## src/rtl/cond_pkg.sv

```systemverilog
// cond_pkg: shared types and constants for the conditional-execution unit.
//   cond_t      - the 16 ARM condition codes (EQ..AL, plus the never-true 1111)
//   N/Z/C/V_BIT - bit positions of the flags inside a 4-bit NZCV vector
//   it_state_t  - IT block tracking state
//   slot_cond() - effective condition of one IT slot
package cond_pkg;

  typedef enum logic [3:0] {
    COND_EQ = 4'h0, COND_NE = 4'h1, COND_CS = 4'h2, COND_CC = 4'h3,
    COND_MI = 4'h4, COND_PL = 4'h5, COND_VS = 4'h6, COND_VC = 4'h7,
    COND_HI = 4'h8, COND_LS = 4'h9, COND_GE = 4'hA, COND_LT = 4'hB,
    COND_GT = 4'hC, COND_LE = 4'hD, COND_AL = 4'hE, COND_NV = 4'hF
  } cond_t;

  localparam int N_BIT = 3;
  localparam int Z_BIT = 2;
  localparam int C_BIT = 1;
  localparam int V_BIT = 0;

  typedef enum logic {
    IDLE   = 1'b0,
    ACTIVE = 1'b1
  } it_state_t;

  // An else slot inverts the base condition through its low bit. Bases AL and
  // 1111 have no inverse: AL stays always-true and 1111 stays never-true, so
  // the base is used unchanged for every slot.
  function automatic cond_t slot_cond(input logic [3:0] base, input logic is_else);
    if (base[3:1] == 3'b111) return cond_t'(base);
    return cond_t'({base[3:1], base[0] ^ is_else});
  endfunction

endpackage

```

## src/rtl/cond_eval.sv

```systemverilog
// cond_eval: combinational ARM condition-code check.
//   cond    - condition code to evaluate
//   flags   - NZCV flag vector
//   execute - 1 when the condition holds; 1111 always gives 0
module cond_eval
  import cond_pkg::*;
(
  input  cond_t       cond,
  input  logic [3:0]  flags,
  output logic        execute
);

  logic n, z, c, v;
  logic pair_true;

  assign n = flags[N_BIT];
  assign z = flags[Z_BIT];
  assign c = flags[C_BIT];
  assign v = flags[V_BIT];

  // Codes come in pairs {2k, 2k+1}; the odd member is the inverse of the even
  // one, so only the even test is spelled out and cond[0] inverts it.
  always_comb begin
    // NOTE: every always_comb output gets a default first so no path can
    // leave it unassigned and infer a latch.
    pair_true = 1'b0;
    execute   = 1'b0;
    case (cond[3:1])
      3'b000:  pair_true = z;                  // EQ / NE
      3'b001:  pair_true = c;                  // CS / CC
      3'b010:  pair_true = n;                  // MI / PL
      3'b011:  pair_true = v;                  // VS / VC
      3'b100:  pair_true = c & ~z;             // HI / LS
      3'b101:  pair_true = (n == v);           // GE / LT
      3'b110:  pair_true = ~z & (n == v);      // GT / LE
      default: pair_true = 1'b1;               // AL / 1111
    endcase

    if (cond == COND_NV)      execute = 1'b0;
    else if (cond == COND_AL) execute = 1'b1;
    else                      execute = pair_true ^ cond[0];
  end

endmodule

```

## src/rtl/flopenr.sv

```systemverilog
// flopenr: enabled register with synchronous active-high reset.
//   clk   - rising-edge clock
//   reset - synchronous, active-high; clears q to zero
//   en    - load d into q when high
//   d, q  - WIDTH-bit data in / registered data out
module flopenr #(
  parameter int WIDTH = 2
) (
  input  logic             clk,
  input  logic             reset,
  input  logic             en,
  input  logic [WIDTH-1:0] d,
  output logic [WIDTH-1:0] q
);

  // NOTE: sequential state uses non-blocking assignments so every flop
  // samples its inputs from before the edge, independent of block order.
  always_ff @(posedge clk) begin
    if (reset)   q <= '0;
    else if (en) q <= d;
  end

endmodule

```

## src/rtl/cond_it_unit.sv

```systemverilog
// cond_it_unit: NZCV flag register, per-instruction condition check and
// If-Then block predication, gating the decoder's write enables.
//   clock, reset                 - rising-edge clock, synchronous active-high reset
//   instr_valid                  - instruction present; consumes one IT slot
//   condition                    - instruction cond field (ignored inside an IT block)
//   alu_flags                    - {N,Z,C,V} from the ALU
//   potential_*                  - ungated decoder enables
//   it_start/it_first_cond/it_mask/it_length - IT instruction fields
//   program_counter_source, register_write, memory_write, flag_write - gated enables
//   flags                        - registered NZCV
//   conditional_execution        - condition check result this cycle
//   in_it_block                  - an IT block is active
//   it_fault                     - one-cycle pulse after an illegal IT event
module cond_it_unit
  import cond_pkg::*;
#(
  parameter int IT_MAX_LEN = 4,
  parameter int LEN_W      = $clog2(IT_MAX_LEN + 1)
) (
  input  logic                  clock,
  input  logic                  reset,
  input  logic                  instr_valid,
  input  logic [3:0]            condition,
  input  logic [3:0]            alu_flags,
  input  logic [1:0]            potential_flag_write,
  input  logic                  potential_program_counter,
  input  logic                  potential_register_write,
  input  logic                  potential_memory_write,
  input  logic                  it_start,
  input  logic [3:0]            it_first_cond,
  input  logic [IT_MAX_LEN-1:0] it_mask,
  input  logic [LEN_W-1:0]      it_length,
  output logic                  program_counter_source,
  output logic                  register_write,
  output logic                  memory_write,
  output logic [1:0]            flag_write,
  output logic [3:0]            flags,
  output logic                  conditional_execution,
  output logic                  in_it_block,
  output logic                  it_fault
);

  localparam int              SLOT_W  = (IT_MAX_LEN > 1) ? $clog2(IT_MAX_LEN) : 1;
  localparam logic [LEN_W-1:0] MAX_LEN = LEN_W'(IT_MAX_LEN);

  it_state_t             state_q, state_d;
  logic [3:0]            base_q, base_d;
  logic [IT_MAX_LEN-1:0] mask_q, mask_d;
  logic [SLOT_W-1:0]     slot_q, slot_d;
  logic [LEN_W-1:0]      remaining_q, remaining_d;
  logic                  fault_q, fault_d;
  logic [3:0]            flags_q;

  cond_t eff_cond;
  logic  slot_else;
  logic  exec_gate;
  logic  length_ok;
  logic  else_in_len;

  // ---------------- state register ----------------
  always_ff @(posedge clock) begin
    if (reset) begin
      state_q     <= IDLE;
      slot_q      <= '0;
      remaining_q <= '0;
      fault_q     <= 1'b0;
    end else begin
      state_q     <= state_d;
      slot_q      <= slot_d;
      remaining_q <= remaining_d;
      fault_q     <= fault_d;
    end
  end

  // NOTE: base and mask are only read while ACTIVE, and entering ACTIVE
  // always loads them, so they carry no reset.
  always_ff @(posedge clock) begin
    base_q <= base_d;
    mask_q <= mask_d;
  end

  // ---------------- next-state logic ----------------
  always_comb begin
    length_ok   = (it_length != '0) && (it_length <= MAX_LEN);
    else_in_len = 1'b0;
    for (int i = 1; i < IT_MAX_LEN; i++) begin
      if ((LEN_W'(i) < it_length) && it_mask[i]) else_in_len = 1'b1;
    end

    state_d     = state_q;
    base_d      = base_q;
    mask_d      = mask_q;
    slot_d      = slot_q;
    remaining_d = remaining_q;
    fault_d     = 1'b0;

    if (instr_valid) begin
      case (state_q)
        IDLE: begin
          if (it_start) begin
            if (length_ok) begin
              state_d     = ACTIVE;
              base_d      = it_first_cond;
              mask_d      = it_mask;
              slot_d      = '0;
              remaining_d = it_length;
              // Loaded anyway, but flagged: 1111 never executes, AL cannot
              // express an else slot.
              fault_d     = (it_first_cond == COND_NV) ||
                            ((it_first_cond == COND_AL) && else_in_len);
            end else begin
              fault_d = 1'b1;
            end
          end
        end
        default: begin // ACTIVE
          // A nested IT is not honoured; it just uses up its slot.
          fault_d     = it_start;
          slot_d      = slot_q + SLOT_W'(1);
          remaining_d = remaining_q - LEN_W'(1);
          // A taken branch leaves the block just like the final slot does.
          if ((remaining_q == LEN_W'(1)) || program_counter_source) begin
            state_d     = IDLE;
            slot_d      = '0;
            remaining_d = '0;
          end
        end
      endcase
    end
  end

  // ---------------- output logic ----------------
  always_comb begin
    // Slot 0 is always a "then" slot whatever mask bit 0 says.
    slot_else = (slot_q != '0) && mask_q[slot_q];
    eff_cond  = (state_q == ACTIVE) ? slot_cond(base_q, slot_else)
                                    : cond_t'(condition);
  end

  cond_eval u_cond_eval (
    .cond    (eff_cond),
    .flags   (flags_q),
    .execute (conditional_execution)
  );

  always_comb begin
    exec_gate              = conditional_execution & instr_valid;
    program_counter_source = potential_program_counter & exec_gate;
    register_write         = potential_register_write  & exec_gate;
    memory_write           = potential_memory_write    & exec_gate;
    flag_write             = potential_flag_write & {2{exec_gate}};
  end

  // Flags are split in two independently written groups: N,Z and C,V.
  flopenr #(.WIDTH(2)) u_flags_nz (
    .clk   (clock),
    .reset (reset),
    .en    (flag_write[1]),
    .d     (alu_flags[N_BIT:Z_BIT]),
    .q     (flags_q[N_BIT:Z_BIT])
  );

  flopenr #(.WIDTH(2)) u_flags_cv (
    .clk   (clock),
    .reset (reset),
    .en    (flag_write[0]),
    .d     (alu_flags[C_BIT:V_BIT]),
    .q     (flags_q[C_BIT:V_BIT])
  );

  assign flags       = flags_q;
  assign in_it_block = (state_q == ACTIVE);
  assign it_fault    = fault_q;

endmodule

```

## config.mk

```make
export PLATFORM = sky130hd
export DESIGN_NAME = cond_it_unit
export DESIGN_NICKNAME = d
export VERILOG_FILES = /design/src/rtl/cond_pkg.sv /design/src/rtl/cond_eval.sv /design/src/rtl/flopenr.sv /design/src/rtl/cond_it_unit.sv
export SDC_FILE = /design/constraint.sdc
export NUM_CORES = 1
export LEC_CHECK = 0
export ABC_AREA = 1
export BUFFER_PORTS_ARGS = -buffer_cell sky130_fd_sc_hd__buf_4
export CAP_MARGIN = 20
export CORE_ASPECT_RATIO = 0.8
export CORE_MARGIN = 2
export CORE_UTILIZATION = 35
export CTS_BUF_LIST = sky130_fd_sc_hd__clkbuf_8
export DETAILED_ROUTE_END_ITERATION = 6
export GPL_TIMING_DRIVEN = 0
export HOLD_SLACK_MARGIN = 0.15
export PLACE_DENSITY = 0.64
export SETUP_SLACK_MARGIN = 0.15
export SLEW_MARGIN = 20
export SYNTH_ARGS = -nofsm -noshare
export SYNTH_HDL_FRONTEND = slang
export SYNTH_HIERARCHICAL = 1
export SYNTH_SLANG_ARGS = --single-unit
```

## constraint.sdc

```tcl
create_clock -name clock -period 2.02 [get_ports clock]
set_input_delay 0.202 -clock clock [delete_from_list [all_inputs] [get_ports clock]]
set_output_delay 0.202 -clock clock [all_outputs]
set_load 0.005 [all_outputs]
```

Word level (Yosys, flattened, before mapping)
Index checks and enable logic that the tools add are counted.
{"block": "op_classes", "add_sub_neg": 2, "magnitude_cmp": 5, "eq_ne": 13, "n_mux": 27, "bitwise_logic": 12, "reduce_logical": 16}
{"op": "== test 4 bit, second input constant", "n": 4}
{"op": "2-to-1 mux 1 bit", "n": 14}
{"op": "== test 3 bit, second input constant", "n": 4}
{"op": "2-to-1 mux 3 bit", "n": 4}
{"op": "2-to-1 mux 4 bit", "n": 3}
{"op": "2-to-1 mux 2 bit", "n": 4}
{"op": "one-hot mux 1 bit (7 select lines)", "n": 1}
{"op": "bitwise AND 1 bit", "n": 6}
{"op": "== test 3 x 1 -> 1 bit, second input constant", "n": 2}
{"op": "== test 3 x 2 -> 1 bit, second input constant", "n": 2}
{"op": "logical AND 1 bit", "n": 6}
{"op": "less-than comparator 2 x 3 -> 1 bit, first input constant", "n": 2}
{"op": "nonzero test 2 bit", "n": 3}
{"op": "AND reduction 4 bit", "n": 1}
{"op": "<= comparator 3 bit, second input constant", "n": 1}
{"op": "logical NOT 3 bit", "n": 1}
{"op": "less-than comparator 1 x 3 -> 1 bit, first input constant", "n": 1}
{"op": "less-than comparator 2 x 3 -> 1 bit, second input constant", "n": 1}
{"op": "inverter 1 bit", "n": 3}
{"op": "AND reduction 3 bit", "n": 1}
{"op": "nonzero test 3 bit", "n": 1}
{"op": "subtractor 3 x 1 -> 3 bit, second input constant", "n": 1}
{"op": "adder 2 x 1 -> 2 bit, second input constant", "n": 1}
{"op": "bitwise AND 2 bit", "n": 1}
{"op": "5 further kinds", "n": 7}
{"block": "word_totals", "ff_bits": 19, "inputBits": 28}

Logic depth before layout (Yosys ltp)
{"block": "depth", "ltp_word": 16, "depth_mapped": 18}

By module
The synthesis kept the hierarchy.
{"module": "cond_it_unit", "n_inst": 1, "cells_each": 124, "area_per_inst_um2": 892.1, "seq_area_each_um2": 380.4}
{"module": "flopenr", "n_inst": 2, "cells_each": 13, "area_per_inst_um2": 81.3, "seq_area_each_um2": 40.0}
{"module": "cond_eval", "n_inst": 1, "cells_each": 31, "area_per_inst_um2": 128.9, "seq_area_each_um2": 0.0}

Worst setup path before layout
No wires, ideal clock.
{"block": "synth_path", "path_type": "register to register", "start": "register state_q, in the netlist in_it_block", "end": "register u_flags_cv.q[1]", "t_arrival_ns": 1.808, "required_ns": 1.907, "slack_ns": 0.099, "path_stages_with_launch": 19, "path_buffers": 1, "cell_sequence": "dfxtp_1 -> buf_2 -> inv_1 -> nand2_1 -> nand2_1 -> inv_2 -> nand2_1 -> nand2_1 -> nor2_2 -> nor2_1 -> nand2_1 -> nand2_1 -> nand2_1 -> nand2_1 -> nand2_1 -> nor2_1 -> nand2_1 -> nand2_1 -> nor2_1"}
{"block": "synth_between", "elab_chain_cells": 8}
{"item": "start: declaration", "line": "cond_it_unit.sv:46", "text": "it_state_t state_q, state_d;"}
{"item": "start signal: assignment", "line": "cond_it_unit.sv:68", "text": "state_q <= state_d;"}
{"item": "2-to-1 mux 4 bit (*)", "line": "cond_it_unit.sv:136", "text": "eff_cond = (state_q == ACTIVE) ? slot_cond(base_q, slot_else)"}
{"item": "via eff_cond[2]", "line": "cond_it_unit.sv:54", "text": "cond_t eff_cond;"}
{"item": "== test 3 bit (tied with other cells)", "line": "cond_eval.sv:28", "text": "case (cond[3:1])"}
{"item": "one-hot mux 1 bit (7 select lines)", "line": "cond_eval.sv:28"}
{"item": "XOR 1 bit", "line": "cond_eval.sv:41", "text": "else execute = pair_true ^ cond[0];"}
{"item": "2-to-1 mux 1 bit", "line": "cond_eval.sv:40", "text": "else if (cond == COND_AL) execute = 1'b1;"}
{"item": "2-to-1 mux 1 bit (*)", "line": "cond_eval.sv:39", "text": "if (cond == COND_NV) execute = 1'b0;"}
{"item": "via conditional_execution", "line": "cond_it_unit.sv:38", "text": "output logic conditional_execution,"}
{"item": "bitwise AND 1 bit (*)", "line": "cond_it_unit.sv:147", "text": "exec_gate = conditional_execution & instr_valid;"}
{"item": "bitwise AND 2 bit (*)", "line": "cond_it_unit.sv:151", "text": "flag_write = potential_flag_write & {2{exec_gate}};"}
{"item": "via flag_write[0]", "line": "cond_it_unit.sv:36", "text": "output logic [1:0] flag_write,"}
{"item": "end signal: assignment", "line": "flopenr.sv:19", "text": "if (reset) q <= '0;"}
{"item": "end signal: assignment", "line": "flopenr.sv:20", "text": "else if (en) q <= d;"}
{"item": "end: declaration", "line": "flopenr.sv:13", "text": "output logic [WIDTH-1:0] q"}
Mark *: on every way through the listed nets, which the timed path passes. The rest lies on a longest branch.
A chain may end at the register's enable or synchronous reset.

Final worst setup path
{"block": "layout_path", "start": "register state_q, in the netlist in_it_block", "end": "output flag_write[1]"}
{"block": "layout_between", "elab_chain_cells": 8}
{"item": "2-to-1 mux 4 bit (*)", "line": "cond_it_unit.sv:136"}
{"item": "via eff_cond[3]", "line": "cond_it_unit.sv:54"}
{"item": "== test 3 bit (tied with other cells)", "line": "cond_eval.sv:28"}
{"item": "one-hot mux 1 bit (7 select lines)", "line": "cond_eval.sv:28"}
{"item": "XOR 1 bit", "line": "cond_eval.sv:41"}
{"item": "2-to-1 mux 1 bit", "line": "cond_eval.sv:40"}
{"item": "2-to-1 mux 1 bit (*)", "line": "cond_eval.sv:39"}
{"item": "bitwise AND 1 bit (*)", "line": "cond_it_unit.sv:147"}
{"item": "bitwise AND 2 bit (*)", "line": "cond_it_unit.sv:151"}
{"item": "end: declaration", "line": "cond_it_unit.sv:36"}
Marked as above.

==> run summary <==
The netlist uses 20 different library cells. The number of pins exceeding their max-slew limit in the final report was 0; the parity-gate share of the synthesized area counting xor and xnor cells was 0.00740. The critical path is of the register to output port type. At the worst endpoint, the arrival time is 1.86 ns.

The tools report the clock root buffer as clkbuf_8. The number of global-route vias before repair came out at 1132. The antenna diode instance count was 0; the area fraction in compound gates after synthesis was 0.0677. The signal on the critical path passes through buf_6 > buf_6 > nand2_4 > nand2_4 > inv_2 > nand3_2 > nand2_1 > nor2_2 > nand2_2 > nand2_1 > nand2_2 > nand2_4 > nand2_8 > nor2_4 > buf_6. The number of vias in the routed layout is 1253, and the sequential cell area is 464 um2.

Number of detailed-route iterations in the first pass: 4. The final-stage net count was 275; the highest fanout seen on the critical path was 4. The H-tree depth reported by CTS is 1. The total wirelength of the detailed-routed design was 3160 um. The port buffer count is 39.

Initial DRC count: 30. On the final layout, the worst hold slack is 0.235 ns. The maximum clock path buffer count was 2; the latest clock arrival within the worst-skew pair was 0.25 ns. The number of core rows was 18. Setup total negative slack on the finished layout was measured at -0.120 ns. Dividing the detail-routed wire length by the instance count gives 11.2 um.

Timing analysis after detailed placement gives a worst setup slack of -0.322 ns. The final worst-path setup slack is -0.0415 ns, and the first-pass GRT wire length is 5070 um. The run gives 212 as the net count after synthesis. Power spread over the standard cell area amounts to 556 mW/mm2. The tightest slew margin relative to the limit was 0.802; the post-layout minimum cycle time was 2.06 ns. The starting utilization of the core area is 0.375. The filler cells instantiated in the layout total 287. The share of post-route cells with drive strength above 1 is 0.395.

The chip height came out at 56.0 um. Worst clock skew: 0.00113 ns. Relative to the synthesized area, the layout overhead comes to 63.3%. Each instance of the synthesized netlist takes up on average 6.54 um2. 40 I/O pins were placed. The worst setup path is launched from a register. The final weighted congestion in routability-driven placement was 0.789; the overall die width was 69.0 um. The flow ran to the end, but the final reports show violations. The final hold violation count was 0. The simple-gate area share of the yosys netlist came out at 0.395. The worst setup path is captured at an output port.

The main combinational cell family by area after synthesis was simple AND/OR/NAND/NOR gates. Across the run, the number of max-cap violations was 0. The run gives 0 as the residual antenna-violating net count after detailed routing.

The fmax came out at 485 MHz. For the area of the core, the log shows 0.00315 mm2. Clock-pin slew was measured on the worst setup and hold paths at 0.07 ns. Across the VDD grid, the largest voltage drop is 388 uV. The gate count after technology mapping is 181. STA puts the critical path data required time at 1.82 ns. The run gives 0.389 as the post-synthesis sequential area ratio.

Critical path's slowest cell: dfxtp_2. The run gives 0 as the global-route congestion overflow total. The part of the cycle the worst path needs was 1.02; the number of buffers and inverters on the critical path was 4.

edfxtp_1 takes more of the synthesized area than any other cell. Post-synthesis share of cell area spent on full adders, half adders and majority gates: 0.0317. In this run the static leakage power is 0.997 nW. Entering global routing, the biggest net connects 12 pins.

Setup repair after global routing could not meet its margin everywhere. The family with the most delay on the worst path is simple AND/OR/NAND/NOR gates. For the pin with the worst max-slew slack, the measured transition is 0.297 ns. Average via count per standard cell: 4.43.

The area share of the largest cell type after synthesis works out to 0.203. Detailed placement ended at an HPWL of 2140 um. TritonCTS built the clock tree. The fraction of synthesized area in multiplexers is 0.

By area the synthesized netlist is led by edfxtp_1 (20%), nand2_1 (19%), dfxtp_1 (19%), inv_1 (10%), nor2_1 (9.2%). The TritonCTS buffer count is 3, and the biggest cell delay along the critical path is 0.34 ns. Counting flops and latches in the post-synthesis netlist gives 19. In the routed design, unresolved DRC markers number 0.

The worst hold path belongs to the class primary input to register. The tools report the final-report setup violation count as 4. For the post-synth design cell area, the log shows 0.00118 mm2.

The checks that failed: negative setup slack. The total area of multi-input combinational cells came out at 752 um2. Total global routing track utilization: 0.162. The die outline area is 0.00387 mm2, and the number of sinks driven by the clock tree is 19.

For the initial antenna violation count, the log shows 0. Yosys printed 6 warnings.
synthesized netlist by cell type:
library cell / count
nor2_1: 29
o21bai_1: 1
a21oi_1: 3
a21boi_4: 1
edfxtp_1: 8
buf_2: 1
inv_1: 32
nand4_1: 2
dfxtp_1: 11
nand3_1: 19
nor2_2: 1
ha_1: 3
nor3_1: 1
or2_2: 1
nand2_1: 59
nand2_2: 2
o21bai_4: 1
inv_2: 1
xnor2_1: 1
o21ai_0: 4
timing repair:
action	CTS	global route
setup buffers	7	3
pin swaps	10	17
endpoints found under the setup margin	16	16
resized for setup	37	25
endpoints found under the hold margin	9	0
hold buffers	9	0
registers in the layout, summed over array words and instances, names as in the netlist:
| name | count |
|---|---|
| u_flags_cv/q | 2 |
| it_fault | 1 |
| mask_q | 4 |
| in_it_block | 1 |
| remaining_q | 3 |
| slot_q | 2 |
| base_q | 4 |
| u_flags_nz/q | 2 |
cells by family after synthesis:
group                      Yosys count
and+or+nand+nor                    114
AOI/OAI and AO/OA                   10
buffers and inverters               34
xor gates and xnor gates             1
DFF                                 19
adders and majority gates            3
routing by layer:
metal,GRT usage,up-vias,wire [um]
met2,0.275,19,1540
met4,0.0420,0,29
met1,0.212,550,1510
met3,0.0326,4,91
li1,-,680,-
met5,0,-,0
cell usage in the layout (no fill, tap or decap):
cell / count
nand2_1: 44
buf_4: 43
inv_1: 27
nor2_1: 22
nand3_1: 15
nand2_2: 9
dlygate4sd3_1: 9
edfxtp_1: 8
dfxtp_1: 8
buf_6: 7
nand2_4: 7
inv_2: 5
nor2_2: 5
nor2_4: 3
a21oi_1: 3
ha_1: 3
clkbuf_8: 3
dfxtp_2: 3
nand4_1: 2
nand3_4: 2
o21ai_1: 2
nand3_2: 2
inv_6: 1
nand2_8: 1
o21bai_4: 1
a21boi_4: 1
o21ai_2: 1
xnor2_1: 1
o21ai_0: 1
nor3_1: 1
or2_2: 1
clkinv_2: 1
o21bai_1: 1
path summary, 6_finish.rpt:
| kind | start | end | slack [ns] | cells past startpoint |
|---|---|---|---|---|
| max | in_it_block$_SDFFE_PP0P_ | flag_write[1] | -0.04 | 15 |
| min | alu_flags[1] | u_flags_cv/q[1]$_SDFFE_PP0P_ | 0.24 | 5 |
| max reg2reg | in_it_block$_SDFFE_PP0P_ | remaining_q[2]$_SDFFE_PP0P_ | 0.06 | 18 |
| min reg2reg | u_flags_cv/q[0]$_SDFFE_PP0P_ | u_flags_cv/q[0]$_SDFFE_PP0P_ | 0.51 | 2 |
power breakdown:
group | total [mW] | switching (mW) | internal, mW
Sequential | 0.439 | 0.0160 | 0.423
Combinational | 0.373 | 0.188 | 0.184
Clock | 0.263 | 0.126 | 0.137
through the flow:
step	area, um2	utilization	instances	power, mW
global placement	1530	0.484	260	0.701
detailed placement	1530	0.484	260	0.702
CTS	1820	0.577	280	1.04
finish	1930	0.613	283	1.07
floorplan	1180	-	181	0.591
global route	1930	0.613	283	1.15
worst reg2reg max path, stage by stage (launching register included):
cell,delay (ns)
dfxtp_2,0.34
buf_6,0.12
buf_6,0.12
nand2_4,0.05
nand2_4,0.08
inv_2,0.04
nand3_2,0.06
nand2_1,0.07
nor2_2,0.12
nand2_2,0.07
nand2_1,0.07
nand2_2,0.07
nand2_4,0.12
nand3_4,0.10
buf_6,0.13
nand3_4,0.08
o21ai_1,0.07
nor2_1,0.12
nor2_1,0.05
area by class of cell:
type	count	share of cell area
clock buffer	3	0.0214
multi-input combinational	128	0.389
sequential	19	0.240
inverter	33	0.0667
tap	40	0.0259
timing repair buffer	58	0.249
buffer	1	0.00583
clock inverter	1	0.00259
Note: power is estimated with default switching activity, not from simulation.
